--- config.mk ---
export PLATFORM = sky130hd
export DESIGN_NAME = despejo_registradores
export DESIGN_NICKNAME = d
export VERILOG_FILES = /design/src/rtl/despejo_registradores.sv
export SDC_FILE = /design/constraint.sdc
export NUM_CORES = 1
export LEC_CHECK = 0
export ABC_AREA = 1
export BUFFER_PORTS_ARGS = -buffer_cell sky130_fd_sc_hd__buf_2
export CAP_MARGIN = 10
export CORE_ASPECT_RATIO = 1.1
export CORE_UTILIZATION = 40
export DETAILED_ROUTE_END_ITERATION = 8
export PLACE_DENSITY = 0.74
export SYNTH_ARGS = -nofsm -noshare
export SYNTH_HDL_FRONTEND = slang
export SYNTH_SLANG_ARGS = --single-unit
export TNS_END_PERCENT = 50
--- constraint.sdc ---
create_clock -name Clock -period 2.05 [get_ports Clock]
set_input_delay 0.1025 -clock Clock [delete_from_list [all_inputs] [get_ports Clock]]
set_output_delay 0.1025 -clock Clock [all_outputs]
set_load 0.01 [all_outputs]
--- src/rtl/despejo_registradores.sv ---
// despejo_registradores: sweeps a register-file index range and streams (index, data) beats.
// Optional trailing XOR checksum beat when DESPEJO_CHECKSUM_EN is defined.
module despejo_registradores #(
  parameter int PRIMEIRO_REG = 0,
  parameter int ULTIMO_REG   = 31
) (
  input  logic        Clock,
  input  logic        Reset,
  input  logic        Iniciar,
  output logic [4:0]  Reg_leitura,
  input  logic [31:0] Reg_dados_lidos,
  output logic [31:0] Saida_dados,
  output logic [4:0]  Saida_indice,
  output logic        Saida_checksum,
  output logic        Saida_valida,
  input  logic        Saida_pronta,
  output logic        Ocupado,
  output logic        Concluido
);

  localparam logic [4:0] PRIMEIRO = 5'(PRIMEIRO_REG);
  localparam logic [4:0] ULTIMO   = 5'(ULTIMO_REG);

`ifdef DESPEJO_CHECKSUM_EN
  typedef enum logic [2:0] {
    OCIOSO, LER, ENVIAR, SOMA, FIM
  } estado_t;
  logic [31:0] acumulador;
`else
  typedef enum logic [1:0] {
    OCIOSO, LER, ENVIAR, FIM
  } estado_t;
`endif

  estado_t estado, estado_prox;
  logic [4:0] indice;
  logic transf;
  logic eh_ultimo;

  assign transf      = Saida_valida && Saida_pronta;
  assign eh_ultimo   = (indice == ULTIMO);
  assign Reg_leitura = indice;
  assign Ocupado     = (estado != OCIOSO);
  assign Concluido   = (estado == FIM);

  // State register
  always_ff @(posedge Clock or posedge Reset) begin
    if (Reset) estado <= OCIOSO;
    else       estado <= estado_prox;
  end

  // Next-state decode
  always_comb begin
    estado_prox = estado;
    unique case (estado)
      OCIOSO: if (Iniciar) estado_prox = LER;
      LER:    estado_prox = ENVIAR;
      ENVIAR: begin
        if (transf) begin
          if (!eh_ultimo) estado_prox = LER;
`ifdef DESPEJO_CHECKSUM_EN
          else            estado_prox = SOMA;
`else
          else            estado_prox = FIM;
`endif
        end
      end
`ifdef DESPEJO_CHECKSUM_EN
      SOMA:   if (transf) estado_prox = FIM;
`endif
      FIM:    estado_prox = OCIOSO;
      default: estado_prox = OCIOSO;
    endcase
  end

`ifndef DESPEJO_CHECKSUM_EN
  assign Saida_checksum = 1'b0;
`endif

  // Index counter, beat capture and handshake
  always_ff @(posedge Clock or posedge Reset) begin
    if (Reset) begin
      indice       <= PRIMEIRO;
      Saida_dados  <= '0;
      Saida_indice <= '0;
      Saida_valida <= 1'b0;
`ifdef DESPEJO_CHECKSUM_EN
      Saida_checksum <= 1'b0;
      acumulador     <= '0;
`endif
    end else begin
      unique case (estado)
        OCIOSO: begin
          if (Iniciar) begin
            indice <= PRIMEIRO;
`ifdef DESPEJO_CHECKSUM_EN
            acumulador <= '0;
`endif
          end
        end
        LER: begin
          Saida_dados  <= Reg_dados_lidos;
          Saida_indice <= indice;
          Saida_valida <= 1'b1;
`ifdef DESPEJO_CHECKSUM_EN
          Saida_checksum <= 1'b0;
          acumulador     <= acumulador ^ Reg_dados_lidos;
`endif
        end
        ENVIAR: begin
          if (transf) begin
            Saida_valida <= 1'b0;
            if (!eh_ultimo) indice <= indice + 5'd1;
          end
        end
`ifdef DESPEJO_CHECKSUM_EN
        SOMA: begin
          if (!Saida_valida) begin
            Saida_dados    <= acumulador;
            Saida_indice   <= '0;
            Saida_checksum <= 1'b1;
            Saida_valida   <= 1'b1;
          end else if (Saida_pronta) begin
            Saida_valida   <= 1'b0;
            Saida_checksum <= 1'b0;
          end
        end
`endif
        FIM: indice <= PRIMEIRO;
        default: ;
      endcase
    end
  end

endmodule

Yosys cells after proc, flatten, opt, wreduce, memory -nomap -nowiden. Index checks and enable logic that the tools add are counted.

Bits in registers: 45. Bits of input ports: 36. Output and inout port bits: 46.

Add/sub/neg operators: 1. Equal/unequal tests: 7. Multiplexer cells: 10. Reduce and logical (&&, ||, !) cells: 8.

Operators with widths (number): 2-to-1 mux 5 bit (3); one-hot mux 5 bit (3 select lines) (1); one-hot mux 2 bit (4 select lines) (1); 2-to-1 mux 2 bit (3); != test 2 bit, second input constant (3); adder 5 x 1 -> 5 bit, second input constant (1); == test 5 bit, second input constant (1); == test 2 bit, second input constant (2); AND reduction 2 bit (2); AND reduction 4 bit (1); nonzero test 2 bit (2); nonzero test 3 bit (1); == test 2 x 1 -> 1 bit, second input constant (1); zero test 2 bit (1); one-hot mux 1 bit (2 select lines) (1); logical AND 1 bit (1); 2-to-1 mux 1 bit (1).

Longest topological paths before layout. Gate-level depths: netlist of the first run.

Depth after elaboration: 4. Mapped depth: 9. Gate-level depth less buffers: 9.

Least setup slack after synthesis of the first run. Ideal clock, no wire load.

Path kind: register -> register. From: register indice[0] (netlist: Reg_leitura[0]). To: register indice[3] (netlist: Reg_leitura[3]). Setup time: 0.120 ns. Data arrival time: 1.353 ns. Required time: 1.930 ns. Path slack: 0.577 ns. Cell stages (with the launch flop): 9. Buffers on the path: 0. Period minus slack after synthesis: 1.473 ns. Path through: dfrtp_1 ha_1 nand2_1 nor2_1 ha_1 nand3_1 nand2_2 o21ai_0 nand2_1.

Word-level cells in the longest chain between the ends: 4. Elaborated cells between the ends (all ways): 7. Those cells by class: 1 x add/sub; 2 x eq/ne; 3 x mux; 1 x reduce/logical.

Ends and longest elaborated chain: start, declared (line 36) `logic [4:0] indice;`; start signal, assigned (line 113) `if (!eh_ultimo) indice <= indice + 5'd1;`; adder 5 x 1 -> 5 bit (line 113); 2-to-1 mux 5 bit (line 113); 2-to-1 mux 5 bit (line 111) `if (transf) begin`; one-hot mux 5 bit (3 select lines) (line 92) `unique case (estado)`.

Parallel ways exist; a longest one is shown, timed or not. The select of a mux whose other input is x is not followed. A chain may end at the register's enable or synchronous reset.

Worst setup path in the final report of the first run.
From: register indice[0] (netlist: Reg_leitura[0]). To: register indice[2] (netlist: Reg_leitura[2]).

The elaborated chain is that of the path after synthesis.

==> impl_metrics.csv, run 1 <==
group,metric,value,unit
die,initial_core_util,0.4226,
clock_network,clk_pin_slew,80,ps
synthesis,netlist_instances,140,
routing,firstDrtPassIters,6,
layout,nets,263,
layout,register_area,1126,um2
sta,final-hold-violation-count,0,
synthesis,ys_warn_count,0,
power_and_ir_drop,fin_total_pwr,3.530,mW
layout,final_cell_count_no_fill,279,
routing,viasPerCell,4.706,
clock_network,cts.path.max_buffers,2,
worst_setup_path,r2r-end,"Reg_leitura[2]$_DFFE_PP0P_",
layout,area_growth,28.47,%
power_and_ir_drop,leakage,1.242,nW
placed_design,gp_congestion,0.7770,
job,drv_cap,0,
sta,max_freq,0.6356,GHz
worst_setup_path,cp.arrival,1740,ps
power_and_ir_drop,power_density,1485,nW/um2
sta,fin_crit_sh,0.7675,
global_route,use_met1,0.1843,
placed_design,hpwl,2582,um
synthesis,avgSynthCellArea,13.22,um2
synthesis,synth-main-ff-cell,"dfrtp_1",
sta,worstMarginPinSlew,625.8,ps
power_and_ir_drop,ir_drop,0.4438,mV
worst_setup_path,crit_end,"Reg_leitura[2]$_DFFE_PP0P_",
global_route,grt_pass1_vias,1239,
synthesis,yosysMostFrequentCell,"dfrtp_1",
sta,setup_slack,476.6,ps
die,coreArea,4379,um2
global_route,antenna_found_initial,0,
sta,slew_headroom,0.5822,
clock_network,cts_buffers,5,
synthesis,ys_seq_area_frac,0.6085,
sta,fin_crit,1573,ps
layout,n_fill_cell,399,
routing,wire_per_inst,12.40,um
placed_design,numPortBuffers,80,
layout,fin_area,2377,um2
synthesis,yosys-top-cells-count,"dfrtp_1, mux2_2, nand2_1",
placed_design,placedInstanceArea,2281,um2
sta,tns,0,ps
worst_setup_path,crit_path_start,"Reg_leitura[0]$_DFFE_PP0P_",
synthesis,synth_area_leaders,"dfrtp_1, mux2_2, nand2_1",
global_route,grt_use_met2,0.2559,
worst_setup_path,r2r_slack,480,ps
clock_network,cts_root_buf,"clkbuf_8",
clock_network,ctsResizeCount,0,
global_route,grt-busiest-layer,"met2",
clock_network,htreeDepth,2,
global_route,grt_pass1_wl,5499,um
global_route,grt_max_degree,43,
global_route,grt_overflow,0,
sta,hold_ws,42.03,ps
routing,via_count,1313,
clock_network,cts.sinks,45,
synthesis,synth-seq-cells,45,
global_route,grt_use_met3,0.02329,
layout,diodes,0,
synthesis,synth_edf_count,0,
clock_network,cts_tree,"built",
worst_setup_path,critPathKind,"register to register",
worst_setup_path,crit_path_start_kind,"register",
worst_setup_path,worstPathRequired,2220,ps
sta,finalSetupViolCount,0,
outcome,status,"complete, no violations",
worst_setup_path,rr_worst_depth,8,
routing,routed_wl,3459,um
layout,finish.utilization,0.5429,
routing,drt-initial-drc-count,42,
synthesis,ys_async_sr_fraction,1.000,
worst_hold_path,hp-class,"primary input to register",
worst_setup_path,cp_max_fo,7,
synthesis,syn-num-nets,178,
placed_design,pre_cts_ws,479.5,ps
layout,drive_gt1_frac,0.5778,
sta,finalClockSkew,7.819,ps
synthesis,synth_top_area_share,0.6085,
die,rows,25,
die,io_pins,82,
worst_setup_path,cp-end-kind,"register",
die,die_y,73.34,um
clock_network,clk_latency,280,ps
placed_design,placed_cells,271,
global_route,grt_use_total,0.1500,
die,dieArea,4902,um2
sta,grt_setup_unrepaired,"false",
worst_setup_path,rr_startpoint,"Reg_leitura[0]$_DFFE_PP0P_",
routing,drc,0,
synthesis,synth_top_area_cell,"dfrtp_1",
layout,multi_input_area,645.6,um2
sta,drv_slew,0,
routing,drtAntennaViolNets,0,
synthesis,netlist-cell-type-count,19,
synthesis,netlist_area,1851,um2
die,die_w,66.85,um
-- area by class of cell --
class | instances | area share
flip-flops and latches | 45 | 0.4737
multi-input cells | 83 | 0.2716
repair buffers | 83 | 0.1789
clock buffers | 7 | 0.03632
well taps | 54 | 0.02842
inverters | 7 | 0.01105
-- cell usage in the layout, fill, tap and decap left out --
master          n
mux2_2         36
clkbuf_8        6
conb_1          1
nor2_1          7
nand3_1         4
nand2_2         2
dlygate4sd3_1   1
ha_1            2
buf_4           2
inv_2           2
nor2_4          1
clkbuf_1        1
buf_2          80
inv_1           5
o211ai_1        1
nand2_4         1
nand3b_1        1
dfrtp_1        45
nand2_1        19
nand4_1         1
nor3b_1         1
o21ai_0         6
-- flip-flops by register name (all words and copies together), names as in the netlist --
name and count:
Saida_valida 1, estado 2, Saida_dados 32, Reg_leitura 5
Saida_indice 5
-- critical path: stages (launching register included) --
cell	delay, ps
dfrtp_1	450
ha_1	240
nand2_1	80
nor2_1	40
ha_1	160
nand3_1	110
nand2_2	110
o21ai_0	200
nand2_1	70
-- routing by layer --
layer  part of all wire  vias to the layer above
met1               0.42                      634
met5                  0                        -
met2               0.53                       34
met3              0.037                        5
met4              0.016                        0
li1                   -                      640
-- cell families after synthesis --
kind of cell	after synthesis	synth area share
flip-flops	45	0.6085
multiplexers	36	0.2191
adder cells (fa/ha/maj)	2	0.01352
other	1	0.002026
AO/OA/AOI/OAI	7	0.02029
buffers and inverters	12	0.04259
AND/OR/NAND/NOR	37	0.09399
-- power breakdown --
part	switching, mW	total (mW)	internal (mW)	leakage, nW
Combinational	0.753	1.51	0.762	0.651
Sequential	0.202	1.48	1.28	0.547
Clock	0.267	0.534	0.268	0.0443
Total	1.22	3.53	2.31	1.24
-- how the worst min path moves through the flow --
stage	start	end	slack (ps)	depth (start not counted)
after floorplan	Reg_dados_lidos[16]	Saida_dados[16]$_DFFE_PP0P_	250	1
after global placement	Reset	Saida_dados[0]$_DFFE_PP0P_	220	2
after detailed placement	Reset	Saida_dados[7]$_DFFE_PP0P_	220	2
after CTS	Reg_dados_lidos[19]	Saida_dados[19]$_DFFE_PP0P_	40	2
after global routing	Reg_dados_lidos[19]	Saida_dados[19]$_DFFE_PP0P_	30	2
final	Reg_dados_lidos[19]	Saida_dados[19]$_DFFE_PP0P_	40	2
-- repair_timing --
| item | CTS | global route |
|---|---|---|
| hold endpoints to repair | 29 | 0 |
| buffers inserted | 0 | 0 |
| hold buffers | 1 | 0 |
Power figures use the tool's default switching activity.
==> inputs of run 2 (changes only) <==
- clock period: 2.05 -> 1.6 ns (I/O delays scaled with it)
==> impl_metrics.csv, run 2 (same netlist as run 1, synthesis figures left out) <==
group,metric,value,unit
worst_setup_path,critPathKind,"register to register",
worst_setup_path,cpMaxStageDelayCell,"dfrtp_1",
placed_design,hpwl,2693,um
sta,setup_slack,127.1,ps
worst_setup_path,rr_worst_depth,9,
placed_design,pre_cts_ws,128.9,ps
worst_hold_path,hold_depth,2,
clock_network,cts_tree,"built",
routing,wire_per_inst,12.82,um
routing,viasPerCell,4.634,
global_route,grt_use_met2,0.2626,
clock_network,cts.sinks,45,
worst_setup_path,cp.buffers_inverters,0,
sta,max_freq,0.6789,GHz
sta,drv_slew,0,
global_route,grt_use_total,0.1554,
layout,nets,267,
worst_setup_path,cp.arrival,1710,ps
clock_network,cts.path.max_buffers,2,
routing,drt-initial-drc-count,33,
worst_setup_path,crit_chain,"ha_1 > nand2_1 > nor2_1 > ha_1 > nand3_1 > nand2_2 > nor2_4 > nand2_1 > nand2_1",
worst_setup_path,rr_startpoint,"Reg_leitura[0]$_DFFE_PP0P_",
clock_network,clk_pin_slew,80,ps
worst_setup_path,crit_path_start_kind,"register",
routing,drc,0,
worst_setup_path,crit_top_cell,"nand2_1",
sta,final-hold-violation-count,0,
clock_network,clk_latency,290,ps
worst_setup_path,crit_path_start,"Reg_leitura[0]$_DFFE_PP0P_",
global_route,grt_pass1_vias,1244,
global_route,grt_max_degree,28,
layout,drive_gt1_frac,0.5826,
layout,register_area,1126,um2
power_and_ir_drop,leakage,1.290,nW
worst_setup_path,cp-end-kind,"register",
layout,diodes,0,
power_and_ir_drop,ir_drop,0.7619,mV
worst_setup_path,r2r_slack,130,ps
sta,tns,0,ps
worst_setup_path,crit_end,"Reg_leitura[1]$_DFFE_PP0P_",
die,io_pins,82,
sta,hold_ws,8.384,ps
worst_setup_path,r2r-end,"Reg_leitura[1]$_DFFE_PP0P_",
layout,final_cell_mix,"buf_2, dfrtp_1, mux2_2",
layout,final_common_cell,"buf_2",
worst_hold_path,hp-start,"Reg_dados_lidos[26]",
die,die_y,73.34,um
die,dieArea,4902,um2
placed_design,gp_congestion,0.8412,
routing,routed_wl,3641,um
global_route,use_met1,0.1874,
worst_hold_path,hp-class,"primary input to register",
layout,area_growth,33.87,%
layout,finish.utilization,0.5657,
global_route,grt_pass1_wl,5658,um
worst_setup_path,worstPathRequired,1840,ps
global_route,grt-busiest-layer,"met2",
routing,drtAntennaViolNets,0,
sta,fin_crit,1473,ps
die,initial_core_util,0.4226,
layout,largest_reg_flops,32,
worst_setup_path,cp.depth,9,
outcome,status,"complete, no violations",
die,rows,25,
layout,regMostFlops,"Saida_dados",
routing,via_count,1316,
layout,multi_input_area,645.6,um2
global_route,grt_use_met3,0.03416,
job,drv_cap,0,
layout,n_fill_cell,384,
sta,grt_setup_unrepaired,"true",
placed_design,numPortBuffers,80,
global_route,antenna_found_initial,0,
die,die_w,66.85,um
worst_setup_path,cpPeakStageDelay,390,ps
worst_setup_path,cp_max_fo,6,
power_and_ir_drop,power_density,1973,nW/um2
sta,finalClockSkew,7.675,ps
global_route,grt_overflow,0,
sta,finalSetupViolCount,0,
clock_network,htreeDepth,2,
die,coreArea,4379,um2
routing,firstDrtPassIters,3,
worst_setup_path,critical-path-top-delay-family,"simple AND/OR/NAND/NOR gates",
sta,fin_crit_sh,0.9206,
clock_network,cts_root_buf,"clkbuf_8",
clock_network,cts_buffers,5,
run 2: changes by cell type in the layout (fill, tap and decap cells not counted):
cell / delta
buf_12: +3
o21ai_0: -3
dlygate4sd3_1: +1
o21ai_1: +3
bufinv_16: +1
run 2: per-stage QoR:
stage | instance area (um2) | power (mW) | instances
final | 2477 | 4.887 | 284
after global routing | 2477 | 5.209 | 284
after CTS | 2467 | 4.939 | 283
after detailed placement | 2341 | 4.059 | 274
after global placement | 2341 | 3.985 | 274
after floorplan | 1851 | 3.277 | 140
run 2: how the worst min path moves through the flow:
stage | endpoint | slack, ps
finish | Saida_dados[26]$_DFFE_PP0P_ | 8
global placement | Saida_dados[15]$_DFFE_PP0P_ | 100
floorplan | Saida_dados[16]$_DFFE_PP0P_ | 230
detailed placement | Saida_dados[15]$_DFFE_PP0P_ | 100
global route | Saida_dados[5]$_DFFE_PP0P_ | 3
CTS | Saida_dados[27]$_DFFE_PP0P_ | 2
run 2: power breakdown:
| group | total [mW] | leakage (nW) | switching [mW] | internal (mW) |
|---|---|---|---|---|
| registers | 1.88 | 0.547 | 0.244 | 1.64 |
| logic | 2.12 | 0.685 | 1.03 | 1.10 |
| clock network | 0.881 | 0.0585 | 0.371 | 0.509 |
run 2: what timing repair did:
item / 4_1_cts / 5_1_grt
hold endpoints to repair: 18 / 1
hold buffers: 1 / 1
setup endpoints to repair: 0 / 4
gates resized for setup: 0 / 3
buffers inserted: 0 / 0
run 2: cell type report:
type	instances	share of cell area
inverters	7	0.01061
well taps	54	0.02727
repair buffers	87	0.2000
clock buffers	7	0.03485
clock inverters	1	0.01212
flip-flops and latches	45	0.4545
multi-input cells	83	0.2606
run 2: metal layers:
layer | wire length [um] | share of wire | vias up
li1 | - | - | 644
met1 | 1495 | 0.41 | 637
met2 | 1961 | 0.54 | 31
met3 | 129 | 0.035 | 4
met4 | 54 | 0.015 | 0
met5 | 0 | 0 | -
==> inputs of run 3 (changes only) <==
- CORE_UTILIZATION: 40 -> 46
- PLACE_DENSITY: 0.74 -> 0.83
- TNS_END_PERCENT: 50 -> 10
==> impl_metrics.csv, run 3 (same netlist as run 1, synthesis figures left out) <==
group,metric,value,unit
layout,register_area,1126,um2
global_route,grt_max_degree,32,
power_and_ir_drop,p_comb_frac,0.452,
power_and_ir_drop,power_density,1913,nW/um2
worst_setup_path,r2r-end,"Reg_leitura[3]$_DFFE_PP0P_",
worst_setup_path,cp-end-kind,"register",
worst_setup_path,critical-path-top-delay-family,"simple AND/OR/NAND/NOR gates",
worst_hold_path,hold_end,"Saida_dados[16]$_DFFE_PP0P_",
layout,final_cell_mix,"buf_2, dfrtp_1, mux2_2",
placed_design,gp_congestion,0.7719,
global_route,grt_pass1_wl,5423,um
sta,finalClockSkew,2.750,ps
global_route,grt_pass1_vias,1252,
clock_network,cts.path.max_buffers,2,
worst_setup_path,cp.buffers_inverters,0,
placed_design,placedInstanceArea,2336,um2
worst_setup_path,cp_max_fo,6,
layout,area_growth,31.44,%
worst_setup_path,cp.arrival,1650,ps
sta,fin_crit_sh,0.9212,
worst_setup_path,r2r_slack,130,ps
clock_network,clk_pin_slew,70,ps
layout,multi_input_area,645.6,um2
worst_hold_path,hp-start,"Reg_dados_lidos[16]",
worst_setup_path,rr_startpoint,"Reg_leitura[0]$_DFFE_PP0P_",
die,coreArea,3741,um2
worst_setup_path,critPathKind,"register to register",
power_and_ir_drop,p_clk_frac,0.144,
clock_network,cts_buffers,5,
global_route,grt_use_total,0.1672,
die,die_y,68.52,um
layout,final_common_cell,"buf_2",
worst_setup_path,cpPeakStageDelay,390,ps
worst_setup_path,crit_path_start_kind,"register",
clock_network,cts.sinks,45,
die,die_w,62.48,um
routing,viasPerCell,4.723,
routing,routed_wl,3435,um
layout,n_fill_cell,312,
worst_hold_path,hold_depth,2,
routing,drc,0,
power_and_ir_drop,internal_power,3.074,mW
layout,fin_area,2432,um2
outcome,status,"complete, no violations",
sta,fin_crit,1474,ps
worst_setup_path,rr_worst_depth,8,
power_and_ir_drop,p_sw,1.578,mW
die,io_pins,82,
layout,regMostFlops,"Saida_dados",
clock_network,clk_latency,280,ps
layout,nets,266,
routing,drtAntennaViolNets,0,
routing,wire_per_inst,12.36,um
clock_network,cts_tree,"built",
global_route,grt_overflow,0,
worst_setup_path,worstPathRequired,1780,ps
die,initial_core_util,0.4946,
layout,diodes,0,
global_route,antenna_found_initial,0,
layout,largest_reg_flops,32,
job,drv_cap,0,
clock_network,cts.repair_timing.setup_buffer_count,0,
power_and_ir_drop,ir_drop,1.444,mV
sta,drv_slew,0,
sta,final-hold-violation-count,0,
power_and_ir_drop,leakage,1.272,nW
worst_hold_path,hp-class,"primary input to register",
sta,max_freq,0.6785,GHz
worst_setup_path,crit_chain,"ha_1 > nand2_1 > nor2_1 > ha_1 > nand3_1 > nand2_2 > o21ai_0 > nand2_1",
die,dieArea,4281,um2
clock_network,cts_root_buf,"clkbuf_8",
clock_network,htreeDepth,2,
sta,tns,0,ps
sta,grt_setup_unrepaired,"false",
worst_setup_path,cpMaxStageDelayCell,"dfrtp_1",
layout,drive_gt1_frac,0.5833,
power_and_ir_drop,p_seq_frac,0.404,
routing,firstDrtPassIters,4,
sta,finalSetupViolCount,0,
placed_design,hpwl,2649,um
placed_design,numPortBuffers,80,
routing,via_count,1313,
routing,drt-initial-drc-count,29,
power_and_ir_drop,switching_share,0.3392,
worst_setup_path,crit_path_start,"Reg_leitura[0]$_DFFE_PP0P_",
die,rows,23,
-- run 3: cell types whose count changed in the layout (fill, tap and decap cells not counted), sizes merged --
cell,delta
bufinv,-1
dlygate4sd3,-1
-- run 3: final cells by class --
type | count | share of cell area
Tap cell | 50 | 0.02572
Multi-Input combinational cell | 83 | 0.2654
Timing Repair Buffer | 86 | 0.1996
Inverter | 7 | 0.01080
Sequential cell | 45 | 0.4630
Clock buffer | 7 | 0.03549
-- run 3: stage by stage --
stage | utilization | std cells | setup slack [ps] | hold slack [ps] | power, mW
2_1_floorplan | - | 140 | 126.5 | 230.4 | 3.277
3_3_place_gp | 0.6244 | 270 | 184.6 | 55.83 | 3.965
3_5_place_dp | 0.6244 | 270 | 132.2 | 53.74 | 4.040
4_1_cts | 0.6502 | 278 | 123.0 | 10.87 | 4.728
5_1_grt | 0.6502 | 278 | 13.65 | 11.23 | 4.996
6_report | 0.6502 | 278 | 126.1 | 21.47 | 4.653
-- run 3: worst reg2reg max path: cells and delay by family, from the launching register on --
kind	cells	cell delay [ps]
and+or+nand+nor	5	420
DFF	1	390
adders and majority gates	2	380
AOI/OAI and AO/OA	1	190
-- run 3: worst max path at each step --
stage               depth (start not counted)                          to  slack (ps)
finish                                      8  Reg_leitura[3]$_DFFE_PP0P_         130
global route                                8  Reg_leitura[1]$_DFFE_PP0P_          10
CTS                                         8  Reg_leitura[0]$_DFFE_PP0P_         120
detailed placement                          8  Reg_leitura[3]$_DFFE_PP0P_         130
global placement                            8  Reg_leitura[1]$_DFFE_PP0P_         180
floorplan                                   8  Reg_leitura[3]$_DFFE_PP0P_         130
-- run 3: metal layers --
| layer | track usage | part of all wire |
|---|---|---|
| met2 | 0.3111 | 0.55 |
| met1 | 0.1905 | 0.40 |
| met4 | 0.06105 | 0.012 |
| met5 | 0 | 0 |
| met3 | 0.03947 | 0.039 |
-- run 3: repair_timing --
item / in CTS / in global routing
endpoints found under the setup margin: 0 / 2
hold endpoints to repair: 14 / 0
hold buffers: 1 / 0
gates resized for setup: 0 / 1
-- run 3: power groups by stage --
stage / sequential (mW) / clock (mW) / combinational (mW)
after floorplan: 2.15 / 0 / 1.13
after global placement: 1.87 / 0 / 2.09
after detailed placement: 1.91 / 0 / 2.13
after CTS: 1.88 / 0.703 / 2.14
after global routing: 1.95 / 0.747 / 2.30
final: 1.88 / 0.668 / 2.10
